**config.mk**
```make
export PLATFORM = sky130hd
export DESIGN_NAME = gelato_decode_pipe
export DESIGN_NICKNAME = d
export VERILOG_FILES = /design/src/rtl/gelato_decode_pipe_pkg.sv /design/src/rtl/gelato_decode_pipe_fifo.sv /design/src/rtl/gelato_decode_pipe.sv
export SDC_FILE = /design/constraint.sdc
export NUM_CORES = 1
export LEC_CHECK = 0
export CAP_MARGIN = 20
export CORE_ASPECT_RATIO = 1.4
export CORE_MARGIN = 5
export CORE_UTILIZATION = 48
export CTS_CLUSTER_SIZE = 25
export DETAILED_ROUTE_END_ITERATION = 10
export PLACE_DENSITY = 0.73
export SLEW_MARGIN = 30
export SYNTH_ARGS = -nofsm -noshare
export SYNTH_HDL_FRONTEND = slang
export SYNTH_SLANG_ARGS = --single-unit
```
**constraint.sdc**
```tcl
create_clock -name clk -period 4.8 [get_ports clk]
set_input_delay 0.96 -clock clk [delete_from_list [all_inputs] [get_ports clk]]
set_output_delay 0.96 -clock clk [all_outputs]
set_load 0.005 [all_outputs]
```
**src/rtl/gelato_decode_pipe_pkg.sv**
```systemverilog
// Shared types for the gelato decode stage: decoded instruction bundle,
// RV32 opcode / funct3 constants and the decode FSM state.
package gelato_types;

    localparam int MASK_W = 32;

    localparam logic [6:0] OPCODE_LUI    = 7'b0110111;
    localparam logic [6:0] OPCODE_AUIPC  = 7'b0010111;
    localparam logic [6:0] OPCODE_JAL    = 7'b1101111;
    localparam logic [6:0] OPCODE_JALR   = 7'b1100111;
    localparam logic [6:0] OPCODE_BRANCH = 7'b1100011;
    localparam logic [6:0] OPCODE_LOAD   = 7'b0000011;
    localparam logic [6:0] OPCODE_STORE  = 7'b0100011;
    localparam logic [6:0] OPCODE_OP_IMM = 7'b0010011;
    localparam logic [6:0] OPCODE_OP     = 7'b0110011;
    localparam logic [6:0] OPCODE_NOOP   = 7'b0001111;

    localparam logic [2:0] FUNCT3_SEQ = 3'b000;
    localparam logic [2:0] FUNCT3_SNE = 3'b001;

    typedef struct packed {
        logic [6:0]        opcode;
        logic [4:0]        rd;
        logic [2:0]        funct3;
        logic [4:0]        rs1;
        logic [4:0]        rs2;
        logic [6:0]        funct7;
        logic [31:0]       imm;
        logic [MASK_W-1:0] mask;
        logic              illegal;
    } inst_t;

    typedef enum logic {
        S_IDLE,
        S_LOOKUP
    } decode_state_t;

endpackage

```
**src/rtl/gelato_decode_pipe_fifo.sv**
```systemverilog
// Circular-buffer FIFO queueing decoded instructions towards the I-Buffer.
// Head word is presented combinationally and stays stable until popped.
module gelato_decode_fifo #(
    parameter int WIDTH = 8,
    parameter int DEPTH = 2,
    localparam int CNT_W = $clog2(DEPTH + 1),
    localparam int PTR_W = (DEPTH > 1) ? $clog2(DEPTH) : 1
) (
    input  logic             clk,
    input  logic             rst_n,
    input  logic             push,
    input  logic             pop,
    input  logic [WIDTH-1:0] din,
    output logic [WIDTH-1:0] dout,
    output logic             full,
    output logic             empty,
    output logic [CNT_W-1:0] count
);

    logic [WIDTH-1:0] mem [DEPTH];
    logic [PTR_W-1:0] wr_ptr;
    logic [PTR_W-1:0] rd_ptr;
    logic             do_push;
    logic             do_pop;

    function automatic logic [PTR_W-1:0] inc(input logic [PTR_W-1:0] p);
        return (p == PTR_W'(DEPTH - 1)) ? '0 : p + 1'b1;
    endfunction

    assign empty   = (count == '0);
    assign full    = (count == CNT_W'(DEPTH));
    assign do_pop  = pop && !empty;
    assign do_push = push && (!full || do_pop);
    assign dout    = mem[rd_ptr];

    always_ff @(posedge clk or negedge rst_n) begin
        if (!rst_n) begin
            for (int i = 0; i < DEPTH; i++) mem[i] <= '0;
            wr_ptr <= '0;
            rd_ptr <= '0;
            count  <= '0;
        end else begin
            if (do_push) begin
                mem[wr_ptr] <= din;
                wr_ptr      <= inc(wr_ptr);
            end
            if (do_pop) rd_ptr <= inc(rd_ptr);
            if (do_push && !do_pop) count <= count + 1'b1;
            else if (do_pop && !do_push) count <= count - 1'b1;
        end
    end

endmodule

```
**src/rtl/gelato_decode_pipe.sv**
```systemverilog
// Decode stage between I-Fetch and I-Buffer with split-table lookup/update.
// Optional perf counters when GELATO_DECODE_PERF_EN is defined.
module gelato_decode_pipe
    import gelato_types::*;
#(
    parameter int PC_WIDTH    = 32,
    parameter int NUM_WARPS   = 16,
    parameter int NUM_THREADS = 32,
    parameter int SPLIT_W     = 4,
    parameter int OUT_DEPTH   = 2,
    localparam int WARP_W     = $clog2(NUM_WARPS)
) (
    input  logic                     clk,
    input  logic                     rst_n,
    input  logic                     rdy,
    input  logic                     if_valid,
    output logic                     if_ready,
    input  logic [PC_WIDTH-1:0]      if_pc,
    input  logic [31:0]              if_inst,
    input  logic [WARP_W-1:0]        if_warp_num,
    input  logic [SPLIT_W-1:0]       if_split_table_num,
    output logic                     sp_lookup_valid,
    output logic [WARP_W-1:0]        sp_warp_num,
    output logic [SPLIT_W-1:0]       sp_split_table_num,
    input  logic                     sp_mask_valid,
    input  logic [NUM_THREADS-1:0]   sp_thread_mask,
    output logic                     sp_update_valid,
    output logic                     sp_activate,
    output logic                     sp_stall,
    output logic [PC_WIDTH-1:0]      sp_updated_pc,
    output logic                     ib_valid,
    input  logic                     ib_ready,
    output logic [$bits(inst_t)-1:0] ib_inst
`ifdef GELATO_DECODE_PERF_EN
    ,
    output logic [31:0]              perf_decoded,
    output logic [31:0]              perf_stalled,
    output logic [31:0]              perf_illegal
`endif
);

    localparam int CNT_W = $clog2(OUT_DEPTH + 1);

    decode_state_t       state, state_nxt;
    logic [PC_WIDTH-1:0] pc_q;
    logic [31:0]         inst_q;
    logic [6:0]          op;
    inst_t               dec;
    logic                accept, push, pop, full, empty;
    logic [CNT_W-1:0]    count;
    logic                upd_q, act_q, stall_q;
    logic [PC_WIDTH-1:0] upd_pc_q;
    logic                act_d, stall_d;
    logic [PC_WIDTH-1:0] upd_pc_d;

    assign if_ready = rst_n && rdy && (state == S_IDLE)
                      && (count < CNT_W'(OUT_DEPTH));
    assign accept   = if_valid && if_ready;
    assign push     = rdy && (state == S_LOOKUP) && sp_mask_valid;
    assign pop      = rdy && ib_valid && ib_ready;
    assign ib_valid = !empty;
    assign op       = inst_q[6:0];

    assign sp_lookup_valid = (state == S_LOOKUP);
    assign sp_update_valid = upd_q && rdy;
    assign sp_activate     = act_q;
    assign sp_stall        = stall_q;
    assign sp_updated_pc   = upd_pc_q;

    always_comb begin
        state_nxt = state;
        unique case (state)
            S_IDLE:   if (accept) state_nxt = S_LOOKUP;
            S_LOOKUP: if (push) state_nxt = S_IDLE;
            default:  state_nxt = S_IDLE;
        endcase
    end

    always_comb begin
        dec        = '0;
        dec.opcode = op;
        dec.mask   = MASK_W'(sp_thread_mask);
        unique case (op)
            OPCODE_LUI, OPCODE_AUIPC: begin
                dec.rd  = inst_q[11:7];
                dec.imm = {inst_q[31:12], 12'b0};
            end
            OPCODE_JAL: begin
                dec.rd  = inst_q[11:7];
                dec.imm = {{11{inst_q[31]}}, inst_q[31], inst_q[19:12],
                           inst_q[20], inst_q[30:21], 1'b0};
            end
            OPCODE_JALR, OPCODE_LOAD, OPCODE_OP_IMM: begin
                dec.rd     = inst_q[11:7];
                dec.funct3 = inst_q[14:12];
                dec.rs1    = inst_q[19:15];
                dec.imm    = {{20{inst_q[31]}}, inst_q[31:20]};
            end
            OPCODE_STORE: begin
                dec.funct3 = inst_q[14:12];
                dec.rs1    = inst_q[19:15];
                dec.rs2    = inst_q[24:20];
                dec.imm    = {{20{inst_q[31]}}, inst_q[31:25], inst_q[11:7]};
            end
            OPCODE_BRANCH: begin
                dec.funct3 = inst_q[14:12];
                dec.rs1    = inst_q[19:15];
                dec.rs2    = inst_q[24:20];
                dec.imm    = {{19{inst_q[31]}}, inst_q[31], inst_q[7],
                              inst_q[30:25], inst_q[11:8], 1'b0};
            end
            OPCODE_OP: begin
                dec.rd     = inst_q[11:7];
                dec.funct3 = inst_q[14:12];
                dec.rs1    = inst_q[19:15];
                dec.rs2    = inst_q[24:20];
                dec.funct7 = inst_q[31:25];
            end
            OPCODE_NOOP: ;
            default: dec.illegal = 1'b1;
        endcase
    end

    // Control transfers whose target needs register state are resolved later.
    always_comb begin
        act_d    = !((op == OPCODE_BRANCH) &&
                     (dec.funct3 == FUNCT3_SEQ || dec.funct3 == FUNCT3_SNE));
        stall_d  = 1'b0;
        upd_pc_d = pc_q + PC_WIDTH'(4);
        if (dec.illegal) begin
            act_d    = 1'b1;
            stall_d  = 1'b1;
            upd_pc_d = '0;
        end else if (op == OPCODE_AUIPC || op == OPCODE_BRANCH
                     || op == OPCODE_JALR) begin
            stall_d  = 1'b1;
            upd_pc_d = '0;
        end else if (op == OPCODE_JAL) begin
            upd_pc_d = pc_q + PC_WIDTH'(dec.imm);
        end
    end

    always_ff @(posedge clk or negedge rst_n) begin
        if (!rst_n) begin
            state              <= S_IDLE;
            pc_q               <= '0;
            inst_q             <= '0;
            sp_warp_num        <= '0;
            sp_split_table_num <= '0;
            upd_q              <= 1'b0;
            act_q              <= 1'b0;
            stall_q            <= 1'b0;
            upd_pc_q           <= '0;
        end else if (rdy) begin
            state <= state_nxt;
            upd_q <= push;
            if (accept) begin
                pc_q               <= if_pc;
                inst_q             <= if_inst;
                sp_warp_num        <= if_warp_num;
                sp_split_table_num <= if_split_table_num;
            end
            if (push) begin
                act_q    <= act_d;
                stall_q  <= stall_d;
                upd_pc_q <= upd_pc_d;
            end
        end
    end

    gelato_decode_fifo #(
        .WIDTH ($bits(inst_t)),
        .DEPTH (OUT_DEPTH)
    ) u_fifo (
        .clk   (clk),
        .rst_n (rst_n),
        .push  (push && !full),
        .pop   (pop),
        .din   (dec),
        .dout  (ib_inst),
        .full  (full),
        .empty (empty),
        .count (count)
    );

`ifdef GELATO_DECODE_PERF_EN
    always_ff @(posedge clk or negedge rst_n) begin
        if (!rst_n) begin
            perf_decoded <= '0;
            perf_stalled <= '0;
            perf_illegal <= '0;
        end else if (push) begin
            if (perf_decoded != '1) perf_decoded <= perf_decoded + 1'b1;
            if (stall_d && perf_stalled != '1)
                perf_stalled <= perf_stalled + 1'b1;
            if (dec.illegal && perf_illegal != '1)
                perf_illegal <= perf_illegal + 1'b1;
        end
    end
`endif

endmodule

```
==> impl_metrics.env, run 1 <==
export IMPL_synth_area_sq_mm=0.0152
export IMPL_via_count=11800
export IMPL_cts_sinks=306
export IMPL_fin_crit_ns=4.50
export IMPL_cp_startpoint="inst_q[2]"
export IMPL_fin_crit_sh=0.937
export IMPL_port_buffers=252
export IMPL_p_sw_frac=0.341
export IMPL_synthFlopType="dfrtp_1"
export IMPL_setup_tns_ns=0
export IMPL_drive_gt1_frac=0.169
export IMPL_root_buffer="clkbuf_16"
export IMPL_dieArea_sq_mm=0.0354
export IMPL_synth_seq_area_share=0.504
export IMPL_ys_types=60
export IMPL_finalHoldViolCount=0
export IMPL_firstDrtPassIters=5
export IMPL_num_rows=77
export IMPL_hpwl_mm=30.2
export IMPL_p_comb_frac=0.358
export IMPL_critical_path_max_stage_delay_ns=0.52
export IMPL_drtAntennaViolNets=0
export IMPL_pin_count=253
export IMPL_intPower_mw=6.93
export IMPL_synth_most_common_cell="nand2_1"
export IMPL_critical_path_class="reg -> reg"
export IMPL_slowest_stage="dfrtp_1"
export IMPL_rsz0062_at_grt="no"
export IMPL_crit_top_cell="or2_1"
export IMPL_cp_max_fo=12
export IMPL_path_clk_slew_ns=0.07
export IMPL_synth_warnings=0
export IMPL_crit_family="compound AO/OA/AOI/OAI gates"
export IMPL_hold_class="in -> async"
export IMPL_p_seq_frac=0.409
export IMPL_synth_edf_count=0
export IMPL_p_leak_nw=8.90
export IMPL_end_kind="flop"
export IMPL_tightest_slew_ns=0.869
export IMPL_gr_total_overflow=0
export IMPL_worstPathRequired_ns=5.25
export IMPL_max_freq_mhz=222
export IMPL_grt_max_degree=167
export IMPL_fp_dieW_microns=160
export IMPL_die_height_microns=221
export IMPL_numCtsBuffers=30
export IMPL_synth_cells=1489
export IMPL_ys_ff_latch=306
export IMPL_grt_pass1_wl_mm=66.4
export IMPL_ir_drop_uv=276
export IMPL_antenna_cells=0
export IMPL_gp_congestion=0.937
export IMPL_startpoint_type="flop"
export IMPL_yosys_area_top_type="dfrtp_1"
export IMPL_synthArstFlopShare=1.00
export IMPL_dp_cells=2077
export IMPL_postCtsSetupBuffers=0
export IMPL_drt_iter0_markers=814
export IMPL_skew_ns=0.0131
export IMPL_r2r_start="inst_q[2]"
export IMPL_core_area_sq_mm=0.0314
export IMPL_fin_cells=2133
export IMPL_routed_wl_mm=42.4
export IMPL_drv_cap=0
export IMPL_yosysTopAreaCellShare=0.504
export IMPL_cts_tree="yes"
export IMPL_path_buf_inv=1
export IMPL_critPathArrivalTime_ns=4.94
export IMPL_status="finished, final reports clean"
export IMPL_antenna_found_initial=0
export IMPL_viasPerCell=5.54
export IMPL_power_switching_mw=3.58
export IMPL_finalNetCount=1859
export IMPL_synth_area_top_cells="dfrtp_1, mux2_2, nand2_1"
export IMPL_setup_violations=0
export IMPL_path_cells="or2_1 > or3_1 > a21oi_1 > or2_1 > nand2_1 > inv_1 > ha_1 > and3_1 > a221o_1 > a22o_1 > a2111oi_2 > o31ai_1 > a31oi_1 > xnor2_1 > o21ai_1"
export IMPL_cts_buffer_depth=3
export IMPL_start_util=0.484
export IMPL_routedWlPerCell_microns=19.9
export IMPL_synth_common_cells="nand2_1, dfrtp_1, mux2_2"
export IMPL_clockPowerShare=0.233
export IMPL_power_density_mw_per_mm2=547
export IMPL_syn2layout_area_growth_pct=26.5
export IMPL_grt_pass1_vias=11900
export IMPL_syn_avg_cell_area_sq_um=10.2
export IMPL_syn_nets=1633
export IMPL_drc=0
export IMPL_clk_latency_ns=0.57
export IMPL_slew_headroom=0.419
export IMPL_grt_usage=0.233
export IMPL_drv_slew=0
export IMPL_cts_htree_levels=1
==> cell families after synthesis <==
logic type | Yosys count | synth area share
XOR/XNOR | 55 | 0.0317
adder cells (fa/ha/maj) | 34 | 0.0285
AO/OA/AOI/OAI | 309 | 0.121
buffers and inverters | 118 | 0.0303
multiplexers | 211 | 0.156
flip-flops | 306 | 0.504
AND/OR/NAND/NOR | 456 | 0.129
==> timing repair <==
action,in CTS,in global routing
gates resized for setup,0,1
setup endpoints to repair,0,3
hold buffers,0,0
==> final cells by class <==
class / count / area (sq um)
multi-input cells: 1065 / 7140
fillers: 2564 / 12200
well taps: 395 / 494
clock buffers: 42 / 867
inverters: 40 / 150
flip-flops and latches: 306 / 7660
clock inverters: 13 / 155
repair buffers: 272 / 2760
==> stage by stage <==
stage	utilization	hold slack, ns	worst slack (ns)	instance area (sq um)	power [mW]
after floorplan	-	0.442	0.944	15200	6.28
after global placement	0.577	0.453	0.425	18100	7.98
after detailed placement	0.578	0.458	0.262	18200	8.08
after CTS	0.611	0.322	0.226	19200	10.6
after global routing	0.612	0.340	0.0433	19200	11.1
final	0.612	0.309	0.301	19200	10.5
==> registers in the layout, indices dropped and copies added, names as in the netlist, 2 cells and up <==
register / flops
pc_q: 32
sp_split_table_num: 4
sp_updated_pc: 32
inst_q: 32
sp_warp_num: 4
u_fifo.mem: 194
u_fifo.count: 2
==> power groups by stage <==
stage	sequential, mW	clock, mW	combinational [mW]
6_report	4.30	2.45	3.76
5_1_grt	4.40	2.61	4.10
4_1_cts	4.28	2.49	3.78
3_5_place_dp	4.33	0	3.75
3_3_place_gp	4.29	0	3.69
2_1_floorplan	3.88	0	2.40
==> worst register-to-register path, stage by stage, from the launching register on <==
cell and delay (ns):
dfrtp_1 0.52, or2_1 0.34, or3_1 0.33, a21oi_1 0.34, or2_1 0.36, nand2_1 0.14, inv_1 0.08, ha_1 0.30
and3_1 0.20, a221o_1 0.39, a22o_1 0.26, a2111oi_2 0.50, o31ai_1 0.18, a31oi_1 0.23, xnor2_1 0.14, o21ai_1 0.08
==> final timing paths <==
path | end | slack, ns | cells past startpoint
worst min-delay path | sp_updated_pc[2] | 0.31 | 1
max in group asynchronous | u_fifo.mem[168] | 2.47 | 4
min in group clk | u_fifo.mem[107] | 0.47 | 2
worst min register to register | u_fifo.mem[107] | 0.47 | 2
worst max-delay path | sp_updated_pc[31] | 0.30 | 15
worst max register to register | sp_updated_pc[31] | 0.30 | 15
==> cells in the final DEF, fill, tap and decap left out, types with 6 or more instances in the layout <==
cell / Yosys / routed
clkbuf_16: 0 / 31
mux2_2: 207 / 207
and4_1: 6 / 6
a21o_1: 19 / 19
o21ai_0: 149 / 149
nand3_1: 26 / 26
nand2_1: 321 / 319
buf_4: 1 / 14
inv_1: 39 / 39
xor2_1: 28 / 28
dfrtp_1: 306 / 305
a22oi_1: 16 / 16
nand4_1: 6 / 6
a21oi_1: 65 / 65
o21a_1: 8 / 8
nor2_1: 35 / 35
clkdlybuf4s50_1: 0 / 251
o31ai_1: 9 / 9
a221oi_1: 6 / 6
and2_1: 7 / 7
and3_1: 14 / 14
clkbuf_1: 66 / 6
nor3_1: 14 / 14
xnor2_1: 27 / 27
ha_1: 33 / 33
==> metal layers <==
metal / vias to the layer above / track usage / routed length (microns)
met5: - / 0 / 0
met4: 0 / 0.0869 / 1510
met3: 75 / 0.0304 / 1970
met2: 345 / 0.409 / 21300
met1: 5767 / 0.297 / 17600
li1: 5632 / - / -
Power figures use the tool's default switching activity.
==> run 2, diff against run 1 <==
- CTS_CLUSTER_DIAMETER: unset -> 200
==> run 2 against run 1 <==
Total power fell by 9.2%. First-iteration DRC count fell by 3.1%. Global-route usage fell by 0.26 points. Final cell count fell by 1.7%. Combinational power barely moved. Routed wire length fell by 0.99%. Non-clock buffer count did not move. Clock power fell by 39%. Sequential share of layout area rose by 1.2 points. Final area fell by 3.0%. Flip-flop and latch count did not move. Register-to-register slack barely moved.
==> impl_metrics.env, run 2 (synthesis gave the netlist of run 1 again) <==
export IMPL_drt_iter0_markers=789
export IMPL_startpoint_type="flop"
export IMPL_end_kind="flop"
export IMPL_die_height_microns=221
export IMPL_n_fill_cell=2617
export IMPL_layout_common_cells="nand2_1, dfrtp_1, clkdlybuf4s50_1"
export IMPL_drv_cap=0
export IMPL_regMostFlops="u_fifo.mem"
export IMPL_dp_cells=2077
export IMPL_numCtsBuffers=16
export IMPL_multi_input_area_sq_mm=0.00714
export IMPL_ff2ff_path_depth=15
export IMPL_core_area_sq_mm=0.0314
export IMPL_firstDrtPassIters=5
export IMPL_grt_max_degree=167
export IMPL_fin_cells=2097
export IMPL_antenna_cells=0
export IMPL_p_leak_nw=8.62
export IMPL_rsz0062_at_grt="no"
export IMPL_post_route_util=0.594
export IMPL_status="finished, final reports clean"
export IMPL_cts_sinks=306
export IMPL_antenna_found_initial=0
export IMPL_skew_ns=0.0281
export IMPL_syn2layout_area_growth_pct=22.7
export IMPL_routed_wl_mm=42.0
export IMPL_cts_tree="yes"
export IMPL_hpwl_mm=30.2
export IMPL_slew_headroom=0.405
export IMPL_power_density_mw_per_mm2=512
export IMPL_drc=0
export IMPL_cp_max_fo=12
export IMPL_tightest_slew_ns=0.890
export IMPL_finalHoldViolCount=0
export IMPL_drtAntennaViolNets=0
export IMPL_gp_congestion=0.937
export IMPL_critPathArrivalTime_ns=4.90
export IMPL_worstPathRequired_ns=5.21
export IMPL_fin_crit_ns=4.49
export IMPL_viasPerCell=5.60
export IMPL_root_buffer="clkbuf_16"
export IMPL_routedWlPerCell_microns=20.0
export IMPL_gr_total_overflow=0
export IMPL_path_clk_slew_ns=0.10
export IMPL_drive_gt1_frac=0.155
export IMPL_start_util=0.484
export IMPL_grt_pass1_wl_mm=65.6
export IMPL_hold_class="in -> async"
export IMPL_num_rows=77
export IMPL_port_buffers=252
export IMPL_setup_violations=0
export IMPL_cts_htree_levels=1
export IMPL_max_freq_mhz=223
export IMPL_drv_slew=0
export IMPL_setup_tns_ns=0
export IMPL_grt_pass1_vias=11800
export IMPL_holdBufCountCts=0
export IMPL_pin_count=253
export IMPL_finalNetCount=1845
export IMPL_dieArea_sq_mm=0.0354
export IMPL_cts_buffer_depth=3
export IMPL_largest_reg_flops=194
export IMPL_holdWs_ns=0.334
export IMPL_via_count=11700
export IMPL_critical_path_class="reg -> reg"
export IMPL_fp_dieW_microns=160
export IMPL_grt_usage=0.231
export IMPL_clk_latency_ns=0.52
export IMPL_ir_drop_uv=308
export IMPL_regArea_sq_mm=0.00766
export IMPL_fin_crit_sh=0.936
export IMPL_layout_commonest_cell="nand2_1"
run 2: timing repair:
item | CTS | global route
setup endpoints to repair | 0 | 5
buffers inserted | 0 | 0
gates resized for setup | 0 | 2
run 2: worst paths after layout:
| check | from | end | slack [ns] |
|---|---|---|---|
| worst max-delay path | inst_q[2] | sp_updated_pc[31] | 0.31 |
| worst min-delay path | rst_n | pc_q[3] | 0.33 |
| worst max register to register | inst_q[2] | sp_updated_pc[31] | 0.31 |
| worst min register to register | u_fifo.mem[107] | u_fifo.mem[107] | 0.48 |
| max in group asynchronous | rst_n | u_fifo.mem[68] | 2.44 |
| min in group clk | u_fifo.mem[107] | u_fifo.mem[107] | 0.48 |
run 2: cell type report:
type / count / share of cell area
Sequential cell: 306 / 0.411
Inverter: 40 / 0.00805
Multi-Input combinational cell: 1065 / 0.383
Clock inverter: 1 / 0.00107
Tap cell: 395 / 0.0265
Timing Repair Buffer: 272 / 0.148
Clock buffer: 18 / 0.0230
run 2: critical path, stage by stage, from the launching register on:
cell and delay, ns:
dfrtp_1 0.53, or2_1 0.34, or3_1 0.36, a21oi_2 0.29, or2_1 0.35, nand2_1 0.15
inv_1 0.10, ha_1 0.28, and3_1 0.20, a221o_1 0.39, a22o_1 0.26, a2111oi_2 0.50
o31ai_1 0.18, a31oi_1 0.22, xnor2_1 0.14, o21ai_1 0.07
run 2: routing by layer:
metal	global-route usage	up-vias	part of all wire
li1	-	5574	-
met4	0.0915	0	0.038
met5	0	-	0
met2	0.405	333	0.50
met1	0.294	5769	0.42
met3	0.0259	73	0.041
run 2: power by group:
part	internal [mW]	switching (mW)
clock	0.652	0.845
sequential	3.38	0.905
combinational	2.11	1.65
total	6.15	3.40
run 2: per-stage QoR:
step | area [sq um] | setup slack, ns | total power [mW]
2_1_floorplan | 15200 | 0.944 | 6.28
3_3_place_gp | 18100 | 0.425 | 7.98
3_5_place_dp | 18200 | 0.262 | 8.08
4_1_cts | 18600 | 0.153 | 9.60
5_1_grt | 18700 | 0.0493 | 10.1
6_report | 18700 | 0.307 | 9.54
